<file path="src/rtl/mips_pkg.sv">
// mips_pkg -- definitions shared by the fetch stage and its sub-modules.
//   * MIPS primary opcode constants (instr[31:26])
//   * fetch_state_t : fetch FSM encoding (also exported on state_o for debug)
//   * fetch_entry_t : one fetch-buffer entry, {pc, instr}
//   * opcode_of()   : extracts the primary opcode from an instruction word
package mips_pkg;

    localparam logic [5:0] OP_RTYPE = 6'h00;
    localparam logic [5:0] OP_J     = 6'h02;
    localparam logic [5:0] OP_JAL   = 6'h03;
    localparam logic [5:0] OP_BEQ   = 6'h04;
    localparam logic [5:0] OP_BNE   = 6'h05;
    localparam logic [5:0] OP_ADDI  = 6'h08;
    localparam logic [5:0] OP_LW    = 6'h23;
    localparam logic [5:0] OP_SW    = 6'h2B;

    typedef enum logic [1:0] {
        IDLE   = 2'd0,
        FETCH  = 2'd1,
        HALTED = 2'd2
    } fetch_state_t;

    typedef struct packed {
        logic [31:0] pc;
        logic [31:0] instr;
    } fetch_entry_t;

    function automatic logic [5:0] opcode_of(input logic [31:0] instr);
        return instr[31:26];
    endfunction

endpackage

</file>
<file path="src/rtl/fetch_fifo2.sv">
// fetch_fifo2 -- 2-entry synchronous fetch buffer with flush.
// Ports:
//   clk, rst_n   : clock, asynchronous active-low reset
//   i_flush      : drop all entries (count -> 0); overrides i_enq
//   i_enq        : write i_enq_data (accepted if not full, or full with a dequeue)
//   i_enq_data   : {pc, instr} to store
//   i_deq        : pop the head (ignored when empty)
//   o_valid      : head holds a valid entry
//   o_head       : head entry; holds the last shown head while empty
//   o_count      : number of valid entries (0..2)
module fetch_fifo2
    import mips_pkg::*;
#(
    parameter int FIFO_DEPTH = 2
) (
    input  logic         clk,
    input  logic         rst_n,
    input  logic         i_flush,
    input  logic         i_enq,
    input  fetch_entry_t i_enq_data,
    input  logic         i_deq,
    output logic         o_valid,
    output fetch_entry_t o_head,
    output logic [1:0]   o_count
);

    if (FIFO_DEPTH != 2) begin : g_depth_check
        $error("fetch_fifo2: FIFO_DEPTH must be 2");
    end

    fetch_entry_t r_mem [2];
    fetch_entry_t r_last_head;
    logic         r_rd_ptr;
    logic         r_wr_ptr;
    logic [1:0]   r_count;

    logic w_do_deq;
    logic w_do_enq;

    assign w_do_deq = i_deq && (r_count != 2'd0);
    // A full buffer may still accept a write when the head leaves this cycle.
    assign w_do_enq = i_enq && !i_flush && ((r_count != 2'd2) || w_do_deq);

    // Storage has no reset; a slot is only observed after it has been written.
    for (genvar gi = 0; gi < 2; gi++) begin : g_slot
        always_ff @(posedge clk) begin
            if (w_do_enq && (r_wr_ptr == 1'(gi))) begin
                r_mem[gi] <= i_enq_data;
            end
        end
    end

    always_ff @(posedge clk or negedge rst_n) begin
        if (!rst_n) begin
            r_rd_ptr    <= 1'b0;
            r_wr_ptr    <= 1'b0;
            r_count     <= 2'd0;
            r_last_head <= '0;
        end else begin
            // Track the currently shown head so the outputs freeze on it when
            // the buffer empties (by drain or flush) instead of showing stale slots.
            if (r_count != 2'd0) begin
                r_last_head <= r_mem[r_rd_ptr];
            end
            if (i_flush) begin
                r_rd_ptr <= 1'b0;
                r_wr_ptr <= 1'b0;
                r_count  <= 2'd0;
            end else begin
                if (w_do_deq) r_rd_ptr <= ~r_rd_ptr;
                if (w_do_enq) r_wr_ptr <= ~r_wr_ptr;
                case ({w_do_enq, w_do_deq})
                    2'b10:   r_count <= r_count + 2'd1;
                    2'b01:   r_count <= r_count - 2'd1;
                    default: r_count <= r_count;
                endcase
            end
        end
    end

    assign o_valid = (r_count != 2'd0);
    assign o_head  = o_valid ? r_mem[r_rd_ptr] : r_last_head;
    assign o_count = r_count;

endmodule

</file>
<file path="src/rtl/inst_fetch_unit.sv">
// inst_fetch_unit -- fetch stage in front of inst_memory.
// Owns the word-addressed PC, drives the combinational imem read port and
// buffers {pc, instr} pairs in fetch_fifo2 for decode (valid/ready).
// Ports:
//   clk, rst_n             : clock, asynchronous active-low reset
//   start                  : IDLE -> FETCH (pc = RESET_PC), HALTED -> FETCH (pc kept)
//   halt                   : stop new fetches, buffer keeps draining; beats start
//   imem_addr / imem_data  : combinational instruction memory read port
//   redirect / redirect_pc : taken branch/jump; flush buffer and reload pc
//   out_valid/out_ready    : decode handshake; out_instr/out_pc carry the head
//   state_o                : current FSM state (debug)
// Build option: define INST_FETCH_PREDECODE_EN to follow 'j' instructions in
// fetch (pc <= {6'b0, instr[25:0]}) instead of waiting for a redirect.
module inst_fetch_unit
    import mips_pkg::*;
#(
    parameter logic [31:0] RESET_PC   = 32'd0,
    parameter int          IMEM_DEPTH = 1024,
    parameter int          FIFO_DEPTH = 2
) (
    input  logic        clk,
    input  logic        rst_n,
    input  logic        start,
    input  logic        halt,
    output logic [31:0] imem_addr,
    input  logic [31:0] imem_data,
    input  logic        redirect,
    input  logic [31:0] redirect_pc,
    output logic        out_valid,
    input  logic        out_ready,
    output logic [31:0] out_instr,
    output logic [31:0] out_pc,
    output logic [1:0]  state_o
);

    fetch_state_t r_state;
    fetch_state_t w_state_next;
    logic [31:0]  r_pc;
    logic [31:0]  w_pc_next;
    logic [31:0]  w_pc_inc;
    logic [31:0]  w_pc_seq;

    logic         w_fifo_valid;
    logic [1:0]   w_fifo_count;
    fetch_entry_t w_head;
    fetch_entry_t w_enq_data;
    logic         w_deq;
    logic         w_space;
    logic         w_fetch;

    assign w_deq   = w_fifo_valid && out_ready;
    assign w_space = (w_fifo_count != 2'd2) || w_deq;
    // Redirect squashes the fetch of the (now wrong-path) pc this cycle.
    assign w_fetch = (r_state == FETCH) && !redirect && !halt && w_space;

    assign w_pc_inc = (r_pc == 32'(IMEM_DEPTH - 1)) ? 32'd0 : r_pc + 32'd1;

`ifdef INST_FETCH_PREDECODE_EN
    assign w_pc_seq = (opcode_of(imem_data) == OP_J) ? {6'b0, imem_data[25:0]} : w_pc_inc;
`else
    assign w_pc_seq = w_pc_inc;
`endif

    always_ff @(posedge clk or negedge rst_n) begin
        if (!rst_n) begin
            r_state <= IDLE;
            r_pc    <= RESET_PC;
        end else begin
            r_state <= w_state_next;
            r_pc    <= w_pc_next;
        end
    end

    always_comb begin
        w_state_next = r_state;
        w_pc_next    = r_pc;
        case (r_state)
            IDLE: begin
                if (start && !halt) begin
                    w_state_next = FETCH;
                    w_pc_next    = RESET_PC;
                end
            end
            FETCH: begin
                if (halt) w_state_next = HALTED;
            end
            HALTED: begin
                if (start && !halt) w_state_next = FETCH;
            end
            default: w_state_next = IDLE;
        endcase
        if (w_fetch)  w_pc_next = w_pc_seq;
        // Redirect loads pc in every state and wins over everything else.
        if (redirect) w_pc_next = redirect_pc;
    end

    assign w_enq_data.pc    = r_pc;
    assign w_enq_data.instr = imem_data;

    fetch_fifo2 #(
        .FIFO_DEPTH (FIFO_DEPTH)
    ) u_fifo (
        .clk        (clk),
        .rst_n      (rst_n),
        .i_flush    (redirect),
        .i_enq      (w_fetch),
        .i_enq_data (w_enq_data),
        .i_deq      (w_deq),
        .o_valid    (w_fifo_valid),
        .o_head     (w_head),
        .o_count    (w_fifo_count)
    );

    assign imem_addr = r_pc;
    assign out_valid = w_fifo_valid;
    assign out_instr = w_head.instr;
    assign out_pc    = w_head.pc;
    assign state_o   = r_state;

endmodule

</file>
<file path="config.mk">
export PLATFORM = sky130hd
export DESIGN_NAME = inst_fetch_unit
export DESIGN_NICKNAME = d
export VERILOG_FILES = /design/src/rtl/mips_pkg.sv /design/src/rtl/fetch_fifo2.sv /design/src/rtl/inst_fetch_unit.sv
export SDC_FILE = /design/constraint.sdc
export NUM_CORES = 1
export LEC_CHECK = 0
export BUFFER_PORTS_ARGS = -buffer_cell sky130_fd_sc_hd__buf_2
export CAP_MARGIN = 20
export CORE_MARGIN = 1
export CORE_UTILIZATION = 55
export DETAILED_ROUTE_END_ITERATION = 8
export PLACE_DENSITY = 0.79
export SYNTH_ARGS = -nofsm -noshare
export SYNTH_HDL_FRONTEND = slang
export SYNTH_SLANG_ARGS = --single-unit
export TNS_END_PERCENT = 10
</file>
<file path="constraint.sdc">
create_clock -name clk -period 4.9 [get_ports clk]
set_clock_uncertainty 0.1 [all_clocks]
set_input_delay 0.98 -clock clk [delete_from_list [all_inputs] [get_ports clk]]
set_output_delay 0.98 -clock clk [all_outputs]
set_load 0.03 [all_outputs]
</file>
==> insert_results.sql <==
INSERT INTO impl_metrics (metric_group, metric, value, unit) VALUES
('run_status', 'run_status', 'finished, final reports clean', ''),
('power', 'p_switching', '1780', 'uW'),
('logic_synthesis', 'yosysWarningCount', '0', ''),
('timing', 'grt_setup_unrepaired', 'no', ''),
('finish', 'multi_input_comb_area', '2540', 'sq um'),
('grt', 'grt_overflow_total', '0', ''),
('cts', 'cts_tree', 'done', ''),
('worst_setup_path', 'cp-end-kind', 'primary output', ''),
('hold_path', 'hold_start', 'state_o[0]$_DFFE_PN0P_', ''),
('placed_design', 'io_buffer_count', '168', ''),
('logic_synthesis', 'synth_area', '9110', 'sq um'),
('logic_synthesis', 'synth-xor-area-share', '1.06', '%'),
('timing', 'final-setup-viol-count', '0', ''),
('logic_synthesis', 'ys_seq_area_share', '70.2', '%'),
('finish', 'flow.area_growth_from_synthesis', '20.5', '%'),
('placed_design', 'pre_cts_slack', '1.37', 'ns'),
('worst_setup_path', 'critical_path.startpoint_type', 'register', ''),
('grt', 'grt_util_all_layers', '24.0', '%'),
('floorplan', 'std_cell_rows', '46', ''),
('logic_synthesis', 'synth.avg_cell_area', '13.6', 'sq um'),
('timing', 'max_freq', '288', 'MHz'),
('hold_path', 'min_path_type', 'register to register', ''),
('cts', 'h_tree_depth', '1', ''),
('floorplan', 'design.core.area', '16000', 'sq um'),
('finish', 'nets', '911', ''),
('worst_setup_path', 'timing.critical_path.slowest_stage_cell', 'sky130_fd_sc_hd__buf_4', ''),
('worst_setup_path', 'data_arrival_time_of_the_critical_path', '2.39', 'ns'),
('finish', 'n_diodes', '0', ''),
('drt', 'routed_via_density', '5.81', ''),
('logic_synthesis', 'synth-edff-count', '128', ''),
('logic_synthesis', 'ff_latch_count_synth', '230', ''),
('logic_synthesis', 'ys.flop_type', 'sky130_fd_sc_hd__edfxtp_1', ''),
('drt', 'firstDrtPassIters', '6', ''),
('drt', 'route.antenna.remaining_nets', '0', ''),
('flow_run', 'max-cap-violations', '0', ''),
('cts', 'max_buffers_root_to_sink', '3', ''),
('floorplan', 'top_level_ports', '169', ''),
('logic_synthesis', 'synth_simple_gate_area_share', '10.1', '%'),
('grt', 'grt_antenna_before_repair', '0', ''),
('drt', 'wl_per_cell', '18.8', 'um'),
('cts', 'post_cts_resized', '0', ''),
('power', 'share_seq_of_total_power', '44.8', '%'),
('worst_setup_path', 'critPathMaxStageDelay', '0.50', 'ns'),
('worst_setup_path', 'worst-endpoint-required', '3.82', 'ns'),
('cts', 'numCtsBuffers', '24', ''),
('timing', 'hold_viol_final', '0', ''),
('placed_design', 'dp.final_hpwl', '13500', 'um'),
('floorplan', 'die-area', '17100', 'sq um'),
('logic_synthesis', 'synth_adder_area_share', '0.137', '%'),
('drt', 'vias', '6241', ''),
('power', 'p_clk_share', '31.8', '%'),
('worst_setup_path', 'origin_of_the_critical_flop_to_flop_path', 'u_fifo.o_count[1]$_DFFE_PN0P_', ''),
('drt', 'finalWirelength', '20200', 'um'),
('grt', 'wire_length_of_the_first_global_routing_pass', '31100', 'um'),
('finish', 'stdcell_area', '11000', 'sq um'),
('grt', 'maximum_number_of_pins_on_one_net_before_global_route_repair', '69', ''),
('finish', 'ff_latch_area', '6400', 'sq um'),
('grt', 'grt_pass1_vias', '6042', ''),
('cts', 'clkSlewWorstSetupHoldPaths', '0.06', 'ns'),
('power', 'sw_frac_of_total', '32.1', '%'),
('worst_setup_path', 'critPathKind', 'register to primary output', ''),
('worst_setup_path', 'crit_fanout', '50', ''),
('power', 'power.static_leakage', '0.00419', 'uW'),
('logic_synthesis', 'synth-compound-area-share', '9.53', '%'),
('floorplan', 'die_width', '131', 'um'),
('timing', 'relSlewSlack', '36.2', '%'),
('logic_synthesis', 'syn_nets', '741', ''),
('timing', 'final.min_clock_period', '3.47', 'ns'),
('finish', 'post_route_cells_drive_above_1_share', '25.9', '%'),
('power', 'internal_power', '3760', 'uW'),
('timing', 'worst-slew-pin-transition', '0.956', 'ns');
==> Yosys cell counts, drive strengths merged, types with 10 or more instances <==
master	instances	area [sq um]
dfrtp	102	2550
inv	11	41.3
nor2	78	293
clkbuf	24	90.1
edfxtp	128	3840
nand4	10	77.6
nand3	18	95.1
mux2i	64	641
a21oi	75	379
a22oi	15	113
nand2	20	75.1
o21ai	22	110
==> cell usage in the layout, fill, tap and decap left out, types with 5 or more instances in the layout <==
cell type,n
sky130_fd_sc_hd__nand4_1,9
sky130_fd_sc_hd__clkinv_1,5
sky130_fd_sc_hd__or3_1,6
sky130_fd_sc_hd__nand3_1,17
sky130_fd_sc_hd__inv_1,11
sky130_fd_sc_hd__edfxtp_1,128
sky130_fd_sc_hd__xnor2_1,6
sky130_fd_sc_hd__o21ai_0,21
sky130_fd_sc_hd__nor4_1,7
sky130_fd_sc_hd__buf_2,167
sky130_fd_sc_hd__and4_1,6
sky130_fd_sc_hd__a22oi_1,15
sky130_fd_sc_hd__clkbuf_1,7
sky130_fd_sc_hd__buf_4,7
sky130_fd_sc_hd__mux2i_1,64
sky130_fd_sc_hd__or4_1,6
sky130_fd_sc_hd__nor2_1,77
sky130_fd_sc_hd__a21o_1,5
sky130_fd_sc_hd__a221o_1,6
sky130_fd_sc_hd__nor3_1,9
sky130_fd_sc_hd__xor2_1,5
sky130_fd_sc_hd__clkbuf_16,25
sky130_fd_sc_hd__dfrtp_1,101
sky130_fd_sc_hd__nand2_1,20
sky130_fd_sc_hd__a21oi_1,74
==> power groups by stage <==
| stage | logic [uW] | registers, uW | clock network [uW] |
|---|---|---|---|
| 5_1_grt | 1390 | 2510 | 1870 |
| 3_5_place_dp | 1290 | 2530 | 0 |
| 6_report | 1300 | 2480 | 1760 |
| 3_3_place_gp | 1250 | 2510 | 0 |
| 2_1_floorplan | 843 | 2530 | 0 |
| 4_1_cts | 1300 | 2490 | 1790 |
==> cells by family after synthesis <==
family,Yosys count
fa+ha+maj,1
buf+inv,44
simple gates,178
flops,230
mux,64
xor+xnor,11
compound gates,142
==> sequential cells by signal, indices dropped and copies added (netlist names) <==
register / flops
u_fifo.r_mem: 128
u_fifo.r_last_head: 64
state_o: 2
u_fifo.r_rd_ptr: 1
u_fifo.o_count: 2
u_fifo.r_wr_ptr: 1
imem_addr: 32
==> path summary, 6_finish.rpt <==
kind                                                    end  slack, ns  depth (start not counted)
setup / recovery                                 out_pc[20]       1.43                          5
hold / removal                       state_o[1]$_DFFE_PN0P_       0.44                          1
setup reg to reg              u_fifo.r_mem[1][47]$_DFFE_PP_       1.99                          4
hold reg to reg                      state_o[1]$_DFFE_PN0P_       0.44                          1
max in group asynchronous  u_fifo.r_last_head[13]$_DFF_PN0_       3.17                          2
min in group asynchronous   u_fifo.r_last_head[5]$_DFF_PN0_       0.48                          1
==> per-layer routing <==
| metal | vias to the layer above | track usage, % | share of wire (%) |
|---|---|---|---|
| met1 | 3061 | 31.2 | 40 |
| met2 | 295 | 41.7 | 50 |
| met4 | 0 | 7.10 | 1.6 |
| li1 | 2852 | - | - |
| met3 | 33 | 3.83 | 7.6 |
| met5 | - | 0 | 0 |
==> final cells by class <==
type	instances	share of cell area, %
timing repair buffer	177	8.57
multi-input combinational	396	23.2
sequential	230	58.3
tap	216	2.46
inverter	11	0.376
clock buffer	34	6.19
clock inverter	10	0.912
==> stage by stage <==
stage | cells | total power (uW) | hold WS [ns] | utilization [%]
detailed placement | 1028 | 3820 | 0.420 | 63.5
global placement | 1028 | 3760 | 0.387 | 63.5
floorplan | 670 | 3370 | 0.393 | -
CTS | 1072 | 5580 | 0.439 | 68.4
global route | 1074 | 5780 | 0.462 | 68.6
finish | 1074 | 5540 | 0.439 | 68.6
No activity file was read; power rests on OpenSTA's default activity.
